$ cat src/rtl/page_cmd_arbiter_pkg.sv
// Shared definitions for the page-command arbiter: source codes, FSM states and page opcodes.
package page_cmd_arbiter_pkg;

    localparam logic SRC_RD = 1'b0;
    localparam logic SRC_WR = 1'b1;

    localparam logic [15:0] PCMD_READ = 16'h3000;
    localparam logic [15:0] PCMD_CORD = 16'h3500;

    typedef enum logic [1:0] {
        ARB_IDLE    = 2'd0,
        ARB_LOCK_RD = 2'd1,
        ARB_LOCK_WR = 2'd2
    } arb_state_e;

    // Width of the watchdog idle counter; a disabled or 1-cycle watchdog still needs one bit.
    function automatic int unsigned tmo_width(input int unsigned cyc);
        return (cyc > 1) ? $clog2(cyc) : 1;
    endfunction

endpackage

$ cat src/rtl/page_cmd_slot.sv
// Single-entry valid/ready register; accepts a new entry whenever empty or draining this cycle.
module page_cmd_slot
    import page_cmd_arbiter_pkg::*;
#(
    parameter int unsigned W = 8
) (
    input  logic         clk,
    input  logic         rst,
    input  logic         i_valid,
    output logic         o_can_take,
    input  logic [W-1:0] i_data,
    output logic         o_valid,
    input  logic         i_ready,
    output logic [W-1:0] o_data
);

    logic         valid_q, valid_d;
    logic [W-1:0] data_q, data_d;

    always_comb begin
        o_can_take = !valid_q | i_ready;
        valid_d    = valid_q;
        data_d     = data_q;
        if (o_can_take) begin
            valid_d = i_valid;
            if (i_valid) begin
                data_d = i_data;
            end
        end
    end

    always_ff @(posedge clk or posedge rst) begin
        if (rst) begin
            valid_q <= 1'b0;
            data_q  <= '0;
        end else begin
            valid_q <= valid_d;
            data_q  <= data_d;
        end
    end

    assign o_valid = valid_q;
    assign o_data  = data_q;

endmodule

$ cat src/rtl/page_cmd_arbiter.sv
// Round-robin, command-granular arbiter sharing the page-command port between RD and WR schedulers.
module page_cmd_arbiter
    import page_cmd_arbiter_pkg::*;
#(
    parameter int unsigned ADDR_W  = 48,
    parameter int unsigned ID_W    = 16,
    parameter int unsigned PARAM_W = 32,
    parameter int unsigned CNT_W   = 16,
    parameter int unsigned TMO_CYC = 4096
) (
    input  logic               clk,
    input  logic               rst,
    input  logic               i_rd_valid,
    output logic               o_rd_ready,
    input  logic [15:0]        i_rd_cmd,
    input  logic               i_rd_last,
    input  logic [ID_W-1:0]    i_rd_id,
    input  logic [ADDR_W-1:0]  i_rd_addr,
    input  logic [PARAM_W-1:0] i_rd_param,
    input  logic               i_wr_valid,
    output logic               o_wr_ready,
    input  logic [15:0]        i_wr_cmd,
    input  logic               i_wr_last,
    input  logic [ID_W-1:0]    i_wr_id,
    input  logic [ADDR_W-1:0]  i_wr_addr,
    input  logic [PARAM_W-1:0] i_wr_param,
    output logic               o_page_cmd_valid,
    input  logic               i_page_cmd_ready,
    output logic [15:0]        o_page_cmd,
    output logic               o_page_cmd_last,
    output logic [ID_W-1:0]    o_page_cmd_id,
    output logic [ADDR_W-1:0]  o_page_addr,
    output logic [PARAM_W-1:0] o_page_cmd_param,
    output logic               o_page_src,
    output logic [CNT_W-1:0]   o_rd_beats,
    output logic [CNT_W-1:0]   o_wr_beats,
    output logic               o_lock_err
);

    localparam int unsigned PAY_W = 16 + 1 + ID_W + ADDR_W + PARAM_W + 1;
    localparam int unsigned TMO_W = tmo_width(TMO_CYC);
    localparam logic [TMO_W-1:0] TMO_LAST = TMO_W'((TMO_CYC == 0) ? 0 : TMO_CYC - 1);

    arb_state_e       state_q, state_d;
    logic             last_owner_q, last_owner_d;
    logic             lock_err_q, lock_err_d;
    logic [TMO_W-1:0] idle_cnt_q, idle_cnt_d;
    logic [CNT_W-1:0] rd_beats_q, rd_beats_d;
    logic [CNT_W-1:0] wr_beats_q, wr_beats_d;

    logic             can_take;
    logic             rd_pick, wr_pick;
    logic             rd_acc, wr_acc, acc, acc_last;
    logic             own_valid, wd_tick, wd_expire;
    logic [PAY_W-1:0] pay_in, pay_out;

    // Grants go only to a valid source in IDLE; readys are held low while reset is asserted.
    always_comb begin
        rd_pick    = i_rd_valid & (!i_wr_valid | (last_owner_q == SRC_WR));
        wr_pick    = i_wr_valid & !rd_pick;
        o_rd_ready = !rst & can_take &
                     ((state_q == ARB_LOCK_RD) | ((state_q == ARB_IDLE) & rd_pick));
        o_wr_ready = !rst & can_take &
                     ((state_q == ARB_LOCK_WR) | ((state_q == ARB_IDLE) & wr_pick));
        rd_acc     = o_rd_ready & i_rd_valid;
        wr_acc     = o_wr_ready & i_wr_valid;
        acc        = rd_acc | wr_acc;
        acc_last   = wr_acc ? i_wr_last : i_rd_last;
        pay_in     = wr_acc ? {i_wr_cmd, i_wr_last, i_wr_id, i_wr_addr, i_wr_param, SRC_WR}
                            : {i_rd_cmd, i_rd_last, i_rd_id, i_rd_addr, i_rd_param, SRC_RD};
    end

    // An accepted beat always takes precedence over a watchdog expiry in the same cycle.
    always_comb begin
        state_d      = state_q;
        last_owner_d = last_owner_q;
        lock_err_d   = lock_err_q;
        idle_cnt_d   = idle_cnt_q;
        rd_beats_d   = rd_beats_q + CNT_W'(rd_acc);
        wr_beats_d   = wr_beats_q + CNT_W'(wr_acc);
        own_valid    = (state_q == ARB_LOCK_RD) ? i_rd_valid : i_wr_valid;
        wd_tick      = (TMO_CYC != 0) && (state_q != ARB_IDLE) && !own_valid && can_take;
        wd_expire    = wd_tick && (idle_cnt_q == TMO_LAST);

        if (acc) begin
            idle_cnt_d = '0;
            if (acc_last) begin
                state_d      = ARB_IDLE;
                last_owner_d = wr_acc;
            end else begin
                state_d = wr_acc ? ARB_LOCK_WR : ARB_LOCK_RD;
            end
        end else if (wd_expire) begin
            state_d      = ARB_IDLE;
            lock_err_d   = 1'b1;
            last_owner_d = (state_q == ARB_LOCK_WR) ? SRC_WR : SRC_RD;
            idle_cnt_d   = '0;
        end else if (wd_tick) begin
            idle_cnt_d = idle_cnt_q + 1'b1;
        end
    end

    always_ff @(posedge clk or posedge rst) begin
        if (rst) begin
            state_q      <= ARB_IDLE;
            last_owner_q <= SRC_WR;
            lock_err_q   <= 1'b0;
            idle_cnt_q   <= '0;
            rd_beats_q   <= '0;
            wr_beats_q   <= '0;
        end else begin
            state_q      <= state_d;
            last_owner_q <= last_owner_d;
            lock_err_q   <= lock_err_d;
            idle_cnt_q   <= idle_cnt_d;
            rd_beats_q   <= rd_beats_d;
            wr_beats_q   <= wr_beats_d;
        end
    end

    page_cmd_slot #(
        .W(PAY_W)
    ) u_slot (
        .clk       (clk),
        .rst       (rst),
        .i_valid   (acc),
        .o_can_take(can_take),
        .i_data    (pay_in),
        .o_valid   (o_page_cmd_valid),
        .i_ready   (i_page_cmd_ready),
        .o_data    (pay_out)
    );

    assign {o_page_cmd, o_page_cmd_last, o_page_cmd_id, o_page_addr,
            o_page_cmd_param, o_page_src} = pay_out;

    assign o_rd_beats = rd_beats_q;
    assign o_wr_beats = wr_beats_q;
    assign o_lock_err = lock_err_q;

endmodule

$ cat config.mk
export PLATFORM = sky130hd
export DESIGN_NAME = page_cmd_arbiter
export DESIGN_NICKNAME = d
export VERILOG_FILES = /design/src/rtl/page_cmd_arbiter_pkg.sv /design/src/rtl/page_cmd_slot.sv /design/src/rtl/page_cmd_arbiter.sv
export SDC_FILE = /design/constraint.sdc
export NUM_CORES = 1
export LEC_CHECK = 0
export CORE_AREA = 5 5 147 149
export DETAILED_ROUTE_END_ITERATION = 12
export DIE_AREA = 0 0 152 154
export DONT_BUFFER_PORTS = 1
export PLACE_DENSITY = 0.62
export SETUP_SLACK_MARGIN = 0.3
export SKIP_LAST_GASP = 1
export SLEW_MARGIN = 20
export SYNTH_ARGS = -nofsm -noshare
export SYNTH_HDL_FRONTEND = slang
export SYNTH_SLANG_ARGS = --single-unit
$ cat constraint.sdc
create_clock -name clk -period 12.88 [get_ports clk]
set_input_delay 2.576 -clock clk [delete_from_list [all_inputs] [get_ports clk]]
set_output_delay 2.576 -clock clk [all_outputs]
set_load 0.01 [all_outputs]
# --- Yosys cells after proc, flatten, opt, wreduce, memory -nomap -nowiden ---
# Index checks and enable logic that the tools add are counted.
totals:
  input_bits: 231
  reg_bits: 163
  latchBits: 0
  mem_count: 0
  mem_bits_rw: 0
  wordCells: 59
  out_inout_bits: 150
  romBits: 0
op_classes:
  order_cmp: 0
  shift: 0
  n_bitwise: 15
  n_mux: 14
  n_mul: 0
  n_eq_ne: 4
  div: 0
  addsub: 3
  reduce_logical: 15
op_table:
  columns: ["op", "n"]
  rows:
  - ["$mux 114", 1]
  - ["$mux 12", 3]
  - ["$add 16x1->16", 2]
  - ["$add 12x1->12 const B", 1]
  - ["$eq 12x12->1 const B", 1]
  - ["$and 1x1->1", 9]
  - ["$mux 2", 4]
  - ["$mux 1", 6]
  - ["$reduce_and 2->1", 3]
  - ["$logic_not 1->1", 5]
  - ["$or 1x1->1", 5]
  - ["$reduce_bool 2->1", 2]
  - ["$logic_and 1x1->1", 3]
  - ["$reduce_bool 3->1", 1]
  - ["$eq 2x1->1 const B", 1]
  - ["$eq 2x2->1 const B", 1]
  - ["$logic_not 2->1", 1]
  - ["$ne 2x2->1 const B", 1]
  - ["$not 1->1", 1]

# --- Longest topological paths before layout ---
# Gate-level depths: netlist (run 1).
logic_depth:
  depth_word: 12
  depth_mapped: 11
  depth_no_buf: 8

# --- Hierarchy ---
# From an unflattened synthesis (run 1), not the netlist that was laid out.
hier_totals:
  cells_unflattened: 829
  hier_area_um2: 8231.6
by_module_without_submodules:
  columns: ["mod", "cells_each", "seq_area_each_um2", "area_per_inst_um2", "n_inst"]
  rows:
  - ["page_cmd_slot", 245, 2877.8, 4520.6, 1]
  - ["page_cmd_arbiter", 584, 1202.4, 3711.1, 1]

# --- Least setup slack after synthesis (run 1) ---
# OpenSTA, ideal clock, no wires.
synth_timing:
  path_type: "input-to-output"
  startpoint: "in rst"
  endpoint: "out o_rd_ready"
  arrival_time_ns: 6.947
  path_stages: 3
  slack_ns: 3.357
  required_ns: 10.304
  path_buffers: 0
  cell_sequence: "inv_1 > nand2_1 > nor3_1"
synth_via:
  elab_chain_len: 3
synth_rtl:
  columns: ["element", "line_no", "source"]
  rows:
  - ["from (decl)", "page_cmd_arbiter.sv:12", "input logic rst,"]
  - ["$logic_not 1->1 (no source line)", null, null]
  - ["$and 1x1->1 (2 in a row)", "page_cmd_arbiter.sv:61", "o_rd_ready = !rst & can_take &"]
  - ["to (decl)", "page_cmd_arbiter.sv:14", "output logic o_rd_ready,"]
# No other way between the ends.

# --- Worst setup path in the final report (run 1) ---
# Ends and elaborated chain as after synthesis.

==> results of run 1 <==
cell families (layout without fill, tap and decap cells):
group	Yosys count	in the layout
fa+ha+maj	5	5
buf+inv	47	48
xor+xnor	30	30
mux	113	113
compound gates	152	152
simple gates	206	206
flops	163	163
state kept, by name, indices dropped and copies added (netlist names):
| name | count |
|---|---|
| u_slot.o_data | 114 |
| o_rd_beats | 16 |
| o_wr_beats | 16 |
| idle_cnt_q | 12 |
| state_q | 2 |
| last_owner_q | 1 |
| o_lock_err | 1 |
| u_slot.o_valid | 1 |
final cells by class:
cell class | count | share of cell area
Timing Repair Buffer | 10 | 0.0113
Multi-Input combinational cell | 506 | 0.385
Tap cell | 270 | 0.0403
Inverter | 7 | 0.00373
Clock inverter | 14 | 0.0227
Clock buffer | 17 | 0.0507
Sequential cell | 163 | 0.487
stage by stage:
stage / std cells / instance area (um2) / hold slack, ns / power [uW]
5_1_grt: 987 / 8380 / 0.569 / 1830
3_5_place_dp: 955 / 7740 / 0.549 / 1210
6_report: 987 / 8380 / 0.559 / 1720
3_3_place_gp: 955 / 7740 / 0.536 / 1200
4_1_cts: 986 / 8360 / 0.565 / 1750
2_1_floorplan: 716 / 7600 / 0.508 / 1110
routing by layer:
layer,vias to the layer above,global-route usage,part of all wire
met1,2441,0.190,0.39
met4,0,0.0557,0.017
met5,-,0,0
met3,29,0.0613,0.085
li1,2482,-,-
met2,244,0.283,0.51
worst max-delay path, delay by kind of cell:
family                 cells  cell delay (ns)
buffers and inverters      1             0.23
and+or+nand+nor            2             0.53
worst paths after layout:
check / start / end / slack, ns / cells after the start
hold / removal: u_slot.o_data[68] / u_slot.o_data[68] / 0.56 / 2
setup / recovery: rst / o_rd_ready / 6.95 / 3
min in group asynchronous: rst / o_rd_beats[3] / 2.00 / 1
setup reg to reg: state_q[0] / u_slot.o_data[108] / 10.09 / 6
hold reg to reg: u_slot.o_data[68] / u_slot.o_data[68] / 0.56 / 2
max in group asynchronous: rst / idle_cnt_q[6] / 9.42 / 3
report_power, final:
group	internal (uW)	switching [uW]	total [uW]
Combinational	122	167	289
Sequential	674	227	901
Clock	311	219	530
synth_stat cells (2+ instances only):
| cell | instances |
|---|---|
| sky130_fd_sc_hd__a21oi_1 | 9 |
| sky130_fd_sc_hd__a311o_1 | 2 |
| sky130_fd_sc_hd__a31oi_1 | 4 |
| sky130_fd_sc_hd__and2_1 | 3 |
| sky130_fd_sc_hd__and3_1 | 7 |
| sky130_fd_sc_hd__and4_1 | 2 |
| sky130_fd_sc_hd__buf_12 | 5 |
| sky130_fd_sc_hd__buf_2 | 15 |
| sky130_fd_sc_hd__buf_4 | 6 |
| sky130_fd_sc_hd__clkbuf_1 | 12 |
| sky130_fd_sc_hd__dfrtp_1 | 162 |
| sky130_fd_sc_hd__ha_1 | 5 |
| sky130_fd_sc_hd__inv_1 | 6 |
| sky130_fd_sc_hd__mux2i_1 | 113 |
| sky130_fd_sc_hd__nand2_1 | 136 |
| sky130_fd_sc_hd__nand2b_1 | 4 |
| sky130_fd_sc_hd__nand3_1 | 16 |
| sky130_fd_sc_hd__nand4_1 | 9 |
| sky130_fd_sc_hd__nor2_1 | 8 |
| sky130_fd_sc_hd__nor2b_1 | 5 |
| sky130_fd_sc_hd__nor3_1 | 4 |
| sky130_fd_sc_hd__o211ai_1 | 3 |
| sky130_fd_sc_hd__o21ai_0 | 5 |
| sky130_fd_sc_hd__o21ai_1 | 116 |
| sky130_fd_sc_hd__o31ai_1 | 4 |
| sky130_fd_sc_hd__or3_1 | 4 |
| sky130_fd_sc_hd__or4_1 | 5 |
| sky130_fd_sc_hd__xnor2_1 | 22 |
| sky130_fd_sc_hd__xor2_1 | 8 |
==> results.toml, run 1 <==
[run_status]
run_status = "completed"

[timing]
timing.final.crit_period_ns = 5.93
tightestPinTransition_ns = 0.887
final_critical_path_setup_slack_ns = 6.95
layout_worst_path_cycle_share = 0.460
timing.fmax_ghz = 0.169
timing.slew.headroom = 0.404
final_hold_viol_count = 0
unrepaired_setup_endpoints_after_global_routing = "false"
final-max-slew-violation-count = 0
skew_ns = 0.0113
setup-violations-final = 0
accumulated_negative_setup_slack_ns = 0

[floorplanning]
ioPinCount = 381
std_cell_rows = 52
initial_utilization = 0.379
die_area_um2 = 23400
core_area_um2 = 20000
dieHeight_um = 154
die_x_um = 152

[setup_path]
worstSetupEndpointType = "output port"
cp.required_ns = 10.30
worst-endpoint-arrival_ns = 3.35
worstSetupStartpointType = "primary input"
timing.setup.critical_path_class = "in2out"
critPathMaxStageDelay_ns = 0.37
crit_fanout = 35
critical_path.cell_chain = "inv_6, nand2_1, nor3_1"
crit_slowest_cell = "sky130_fd_sc_hd__nor3_1"

[yosys]
synth_warnings = 0
synth-main-ff-cell = "sky130_fd_sc_hd__dfrtp_1"
yosys.area_share.xor_xnor = 0.0346
yosys.area.top_type = "sky130_fd_sc_hd__dfrtp_1"
synth_top_cells_by_area = "sky130_fd_sc_hd__dfrtp_1, sky130_fd_sc_hd__mux2i_1, sky130_fd_sc_hd__o21ai_1, sky130_fd_sc_hd__nand2_1, sky130_fd_sc_hd__xnor2_1"
synth_cell_types = 45
synth_cells = 716
synth-simple-area-share = 0.122
synth_enable_flop_cells = 0
seq_area_frac_synth = 0.537
synthAdderAreaFrac = 0.00823
yosys_register_bits = 163
yosysTopAreaCellShare = 0.533
synth_top_family_by_area = "multiplexers"
synth_compound_area_frac = 0.109
async_reset_ff_frac = 1.00
synthesis.area_per_instance_um2 = 10.6
netlist_area_um2 = 7600
synth_mux_area_frac = 0.149
syn-num-nets = 952

[cells_and_area]
layout.core_utilization = 0.418
sequential_cell_area_um2 = 4080
highest_count_cells_in_the_layout_ignoring_fill_and_taps = "sky130_fd_sc_hd__dfrtp_1, sky130_fd_sc_hd__nand2_1, sky130_fd_sc_hd__o21ai_1"
final_common_cell = "sky130_fd_sc_hd__dfrtp_1"
nNetsFinal = 941
antennaDiodeCount = 0
layout-area-overhead-vs-synth_pct = 10.3
multi_input_area_um2 = 3220
layout-drive-gt1-share = 0.0656
fillers = 1948

[detailed_routing]
drt_iter0_drc = 265
vias_per_cell = 5.26
wl_per_cell_um = 20.0
route.vias.total = 5196
route.detailed.drc = 0
route.antenna.remaining_nets = 0
drtPass1Iterations = 4
routed_wirelength_um = 19700

[power_and_ir_drop]
power.leakage_uw = 0.00351
irDropWorstVdd_uv = 83.6
power.density_cell_area_nw_per_um2 = 205

[place]
place_hpwl_um = 15100
port_buffers = 0
gpl.final_weighted_congestion = 0.865
detailedPlace.worstSlack_ns = 6.33

[grt]
via_count_of_the_first_global_routing_pass = 5266
grt-ovfl-total = 0
grt_antenna_before_repair = 0
grtUsageTotal = 0.164
first_pass_grt_wire_length_um = 31100
grt_max_degree = 111

[clock_tree]
ctsHoldBuffers = 0
clock_tree.root_cell = "sky130_fd_sc_hd__clkbuf_16"
cts_inserted_buffers = 17
postCtsSetupBuffers = 0
clock_tree.buffer_depth = 2
cts_sinks = 163
worst_setup_hold_path_clk_slew_ns = 0.07
htree_num_levels = 4
postCtsResizedCells = 0
tritoncts_clock_tree = "done"
worstSkewPairLatency_ns = 0.42

[flow_run]
maxCapViolCount = 0

[min_path]
worst_min_delay_path_class = "reg2reg"
Note: power is estimated with default switching activity, not from simulation.
==> inputs of run 2 (changes only) <==
- PLACE_DENSITY: 0.62 -> 0.64
- clock period: 12.88 -> 4.8 ns (I/O delays scaled with it)
==> run 2 against run 1 <==
Against the previous run: cell area shrank 0.49%; clock power grew 150%; sequential power grew to 2.7 times the previous value; highest routed layer unchanged; worst setup slack lost 4.9 ns; count of clock-buffer cells in the layout grew 3; critical endpoint is now o_rd_beats[15]; via count shrank 1.9%; largest power group unchanged.
==> results.toml, run 2 (synthesis gave the netlist of run 1 again) <==
[run_status]
run_status = "completed"

[setup_path]
crit_fanout = 5
timing.setup.critical_path_class = "in2reg"
worstSetupEndpointType = "flop"
ff2ff_setup_slack_ns = 2.09
worst-endpoint-arrival_ns = 3.03
cp-startpoint = "i_rd_valid"
timing.reg2reg.worst_path_depth = 8
cp.required_ns = 5.10
worstReg2RegStart = "state_q[0]"
r2r_end = "o_wr_beats[12]"
worstSetupStartpointType = "primary input"

[clock_tree]
clock_tree.buffer_depth = 2
postCtsSetupBuffers = 0
cts_inserted_buffers = 17
htree_num_levels = 4
tritoncts_clock_tree = "done"
worst_setup_hold_path_clk_slew_ns = 0.07
cts_sinks = 163
postCtsResizedCells = 0
worstSkewPairLatency_ns = 0.41
ctsHoldBuffers = 0
clock_tree.root_cell = "sky130_fd_sc_hd__clkbuf_16"

[timing]
final-max-slew-violation-count = 0
timing.fmax_ghz = 0.367
unrepaired_setup_endpoints_after_global_routing = "false"
setup-violations-final = 0
timing.slew.headroom = 0.385
layout_worst_path_cycle_share = 0.568
timing.final.crit_period_ns = 2.72
skew_ns = 0.0156
tightestPinTransition_ns = 0.922
final_critical_path_setup_slack_ns = 2.08
accumulated_negative_setup_slack_ns = 0
final_hold_viol_count = 0

[cells_and_area]
antennaDiodeCount = 0
highest_count_cells_in_the_layout_ignoring_fill_and_taps = "sky130_fd_sc_hd__dfrtp_1, sky130_fd_sc_hd__nand2_1, sky130_fd_sc_hd__o21ai_1"
largest_reg_flops = 114
layout.cells.non_filler = 982
nNetsFinal = 935
layout.core_utilization = 0.416
layout-area-overhead-vs-synth_pct = 9.74
layout-drive-gt1-share = 0.0604
final_common_cell = "sky130_fd_sc_hd__dfrtp_1"

[flow_run]
maxCapViolCount = 0

[floorplanning]
die_x_um = 152
dieHeight_um = 154
core_area_um2 = 20000
initial_utilization = 0.379
std_cell_rows = 52
ioPinCount = 381
die_area_um2 = 23400

[detailed_routing]
route.antenna.remaining_nets = 0
vias_per_cell = 5.19
routed_wirelength_um = 19200
route.vias.total = 5095
route.detailed.drc = 0
drt_iter0_drc = 237
wl_per_cell_um = 19.6
drtPass1Iterations = 4

[min_path]
worst_hold_path.num_cells = 1
worst_min_delay_path_class = "reg2reg"
hold_path_end = "o_rd_beats[15]"
holdCritStartpoint = "o_rd_beats[15]"

[place]
place_inst = 950
gpl.final_weighted_congestion = 0.854
detailedPlace.worstSlack_ns = 1.65
place_hpwl_um = 14600
port_buffers = 0

[grt]
grt_antenna_before_repair = 0
grt-ovfl-total = 0
via_count_of_the_first_global_routing_pass = 5152
grtUsageTotal = 0.159
first_pass_grt_wire_length_um = 30100
grt_max_degree = 166

[power_and_ir_drop]
power.leakage_uw = 0.00344
power.density_cell_area_nw_per_um2 = 539
irDropWorstVdd_uv = 253
run 2: changes by cell type in the layout (fill, tap and decap cells not counted), sizes merged:
cell	change
inv	-4
clkinvlp	+4
buf	-6
clkbuf	+3
bufinv	-2
run 2: final cells by class:
class	count	area [um2]
clock buffers	20	437
clock inverters	12	123
fillers	1984	11700
inverters	7	30.0
multi-input cells	506	3260
flip-flops and latches	163	4080
well taps	270	338
repair buffers	4	80.1
run 2: worst max-delay path, stage by stage:
cell,delay (ns)
sky130_fd_sc_hd__nor2b_1,0.25
sky130_fd_sc_hd__o21ai_0,0.20
sky130_fd_sc_hd__nor2_1,0.33
sky130_fd_sc_hd__ha_2,0.30
sky130_fd_sc_hd__nand2_1,0.09
sky130_fd_sc_hd__nor4bb_1,0.56
sky130_fd_sc_hd__nand4_1,0.18
sky130_fd_sc_hd__xnor2_1,0.15
run 2: how the worst max path moves through the flow:
stage / to / slack (ns) / depth (start not counted)
final: o_rd_beats[15] / 2.08 / 8
after global routing: u_slot.o_data[74] / 1.92 / 6
after CTS: o_wr_ready / 2.08 / 3
after detailed placement: o_wr_beats[12] / 1.65 / 8
after global placement: o_wr_beats[12] / 1.65 / 8
after floorplan: o_rd_ready / -0.02 / 3
run 2: power by group:
| group | switching (uW) | internal (uW) |
|---|---|---|
| combinational | 443 | 334 |
| sequential | 613 | 1810 |
| clock | 573 | 725 |
| total | 1630 | 2870 |
run 2: metal layers:
layer,up-vias,track usage,share of wire
li1,2476,-,-
met1,2397,0.200,0.42
met2,207,0.256,0.48
met3,15,0.0689,0.095
met4,0,0.0355,0.010
met5,-,0,0
run 2: per-stage QoR:
| step | hold WS, ns | instance area, um2 | total power (uW) |
|---|---|---|---|
| final | 0.551 | 8340 | 4500 |
| after global routing | 0.579 | 8340 | 4790 |
| after CTS | 0.551 | 8340 | 4570 |
| after detailed placement | 0.541 | 7780 | 3260 |
| after global placement | 0.540 | 7780 | 3220 |
| after floorplan | 0.501 | 7740 | 3020 |
==> inputs of run 3 (changes only) <==
- clock period: 4.8 -> 2.4 ns (I/O delays scaled with it)
==> run 3 against run 2 <==
Against the previous run: combinational power rose by 110%; final cell count rose by 1.3%; count of clock-buffer cells in the layout fell by 1; core utilization rose by 1.0 points; total power rose by 100%; register-to-register slack got worse by 1.8 ns; highest routed layer unchanged.
==> results.toml, run 3 (synthesis gave the netlist of run 1 again) <==
[power_and_ir_drop]
irDropWorstVdd_uv = 421
report.power.total_uw = 9140
power.density_cell_area_nw_per_um2 = 1070
power.leakage_uw = 0.00357

[timing]
timing.slew.headroom = 0.404
timing.fmax_ghz = 0.477
setup-violations-final = 0
final_critical_path_setup_slack_ns = 0.304
final-max-slew-violation-count = 0
final_hold_viol_count = 0
layout_worst_path_cycle_share = 0.873
skew_ns = 0.00743
timing.final.crit_period_ns = 2.10
tightestPinTransition_ns = 0.894
worst_hold_slack_ns = 0.173
accumulated_negative_setup_slack_ns = 0
unrepaired_setup_endpoints_after_global_routing = "true"

[cells_and_area]
largest_reg_flops = 114
final_common_cell = "sky130_fd_sc_hd__dfrtp_1"
multi_input_area_um2 = 3340
layout-area-overhead-vs-synth_pct = 12.5
fillers = 1968
layout.cells.non_filler = 995
highest_count_cells_in_the_layout_ignoring_fill_and_taps = "sky130_fd_sc_hd__dfrtp_1, sky130_fd_sc_hd__nand2_1, sky130_fd_sc_hd__o21ai_1"
sequential_cell_area_um2 = 4080
nNetsFinal = 948
layout-drive-gt1-share = 0.0953

[detailed_routing]
drtPass1Iterations = 4
drt_iter0_drc = 217
route.vias.total = 5205
vias_per_cell = 5.23
wl_per_cell_um = 19.9
route.antenna.remaining_nets = 0
route.detailed.drc = 0
routed_wirelength_um = 19800

[min_path]
worst_min_delay_path_class = "in2reg"

[clock_tree]
worstSkewPairLatency_ns = 0.42
tritoncts_clock_tree = "done"
cts_inserted_buffers = 17
cts_sinks = 163
clock_tree.root_cell = "sky130_fd_sc_hd__clkbuf_16"
worst_setup_hold_path_clk_slew_ns = 0.07
htree_num_levels = 4
clock_tree.buffer_depth = 2

[setup_path]
worstSetupStartpointType = "flop"
cp.required_ns = 2.70
timing.setup.critical_path_class = "reg2reg"
worstSetupEndpointType = "flop"
worst-endpoint-arrival_ns = 2.40
crit_fanout = 4

[place]
detailedPlace.worstSlack_ns = 0.0902
place_inst = 956
place_hpwl_um = 14800
gpl.final_weighted_congestion = 0.863
port_buffers = 0

[grt]
grt-ovfl-total = 0
via_count_of_the_first_global_routing_pass = 5128
grt_antenna_before_repair = 1
first_pass_grt_wire_length_um = 31000
grt_max_degree = 165
grtUsageTotal = 0.165

[floorplanning]
die_x_um = 152
core_area_um2 = 20000
dieHeight_um = 154
initial_utilization = 0.379
std_cell_rows = 52
ioPinCount = 381
die_area_um2 = 23400

[flow_run]
maxCapViolCount = 0

[run_status]
run_status = "completed"
-- run 3: per-stage QoR --
step / area, um2 / utilization
6_report: 8550 / 0.427
5_1_grt: 8550 / 0.427
4_1_cts: 8500 / 0.424
3_5_place_dp: 7880 / 0.393
3_3_place_gp: 7880 / 0.393
2_1_floorplan: 7760 / -
-- run 3: power breakdown --
group          leakage, uW  switching (uW)  internal, uW
sequential         0.00207            1240          3620
combinational      0.00123             916           717
clock             0.000275            1150          1500
total              0.00357            3300          5840
-- run 3: what timing repair did --
| item | CTS | global route |
|---|---|---|
| pin swaps | 2 | 3 |
| resized for setup | 5 | 3 |
| buffers inserted | 2 | 5 |
| setup endpoints to repair | 6 | 21 |
| hold buffers | 0 | 0 |
-- run 3: final timing paths --
check | from | endpoint | depth (start not counted) | slack [ns]
setup / recovery | u_slot.o_valid | o_wr_beats[15] | 8 | 0.30
hold / removal | i_wr_last | state_q[1] | 1 | 0.17
setup reg to reg | u_slot.o_valid | o_wr_beats[15] | 8 | 0.30
hold reg to reg | o_wr_beats[15] | o_wr_beats[15] | 1 | 0.56
max in group asynchronous | rst | u_slot.o_data[37] | 2 | 1.52
min in group asynchronous | rst | u_slot.o_data[104] | 2 | 0.21
-- run 3: final cells by class --
type | count | area share
antenna | 1 | 0.000293
clock buffer | 19 | 0.0530
clock inverter | 12 | 0.0142
inverter | 7 | 0.00351
multi-input combinational | 506 | 0.390
sequential | 163 | 0.477
tap | 270 | 0.0395
timing repair buffer | 17 | 0.0222
-- run 3: worst max-delay path, cell delays in order (launching register included) --
cell and delay (ns):
sky130_fd_sc_hd__dfrtp_1 0.43, sky130_fd_sc_hd__nor2b_2 0.20, sky130_fd_sc_hd__a2111oi_4 0.30, sky130_fd_sc_hd__buf_4 0.22, sky130_fd_sc_hd__ha_4 0.16, sky130_fd_sc_hd__nand4_1 0.17, sky130_fd_sc_hd__nor2_4 0.21, sky130_fd_sc_hd__nand4_1 0.13
sky130_fd_sc_hd__xnor2_1 0.15
-- run 3: metal layers --
| metal | part of all wire | GRT usage |
|---|---|---|
| met5 | 0 | 0 |
| met4 | 0.019 | 0.0595 |
| met3 | 0.078 | 0.0621 |
| met2 | 0.50 | 0.274 |
| met1 | 0.40 | 0.197 |
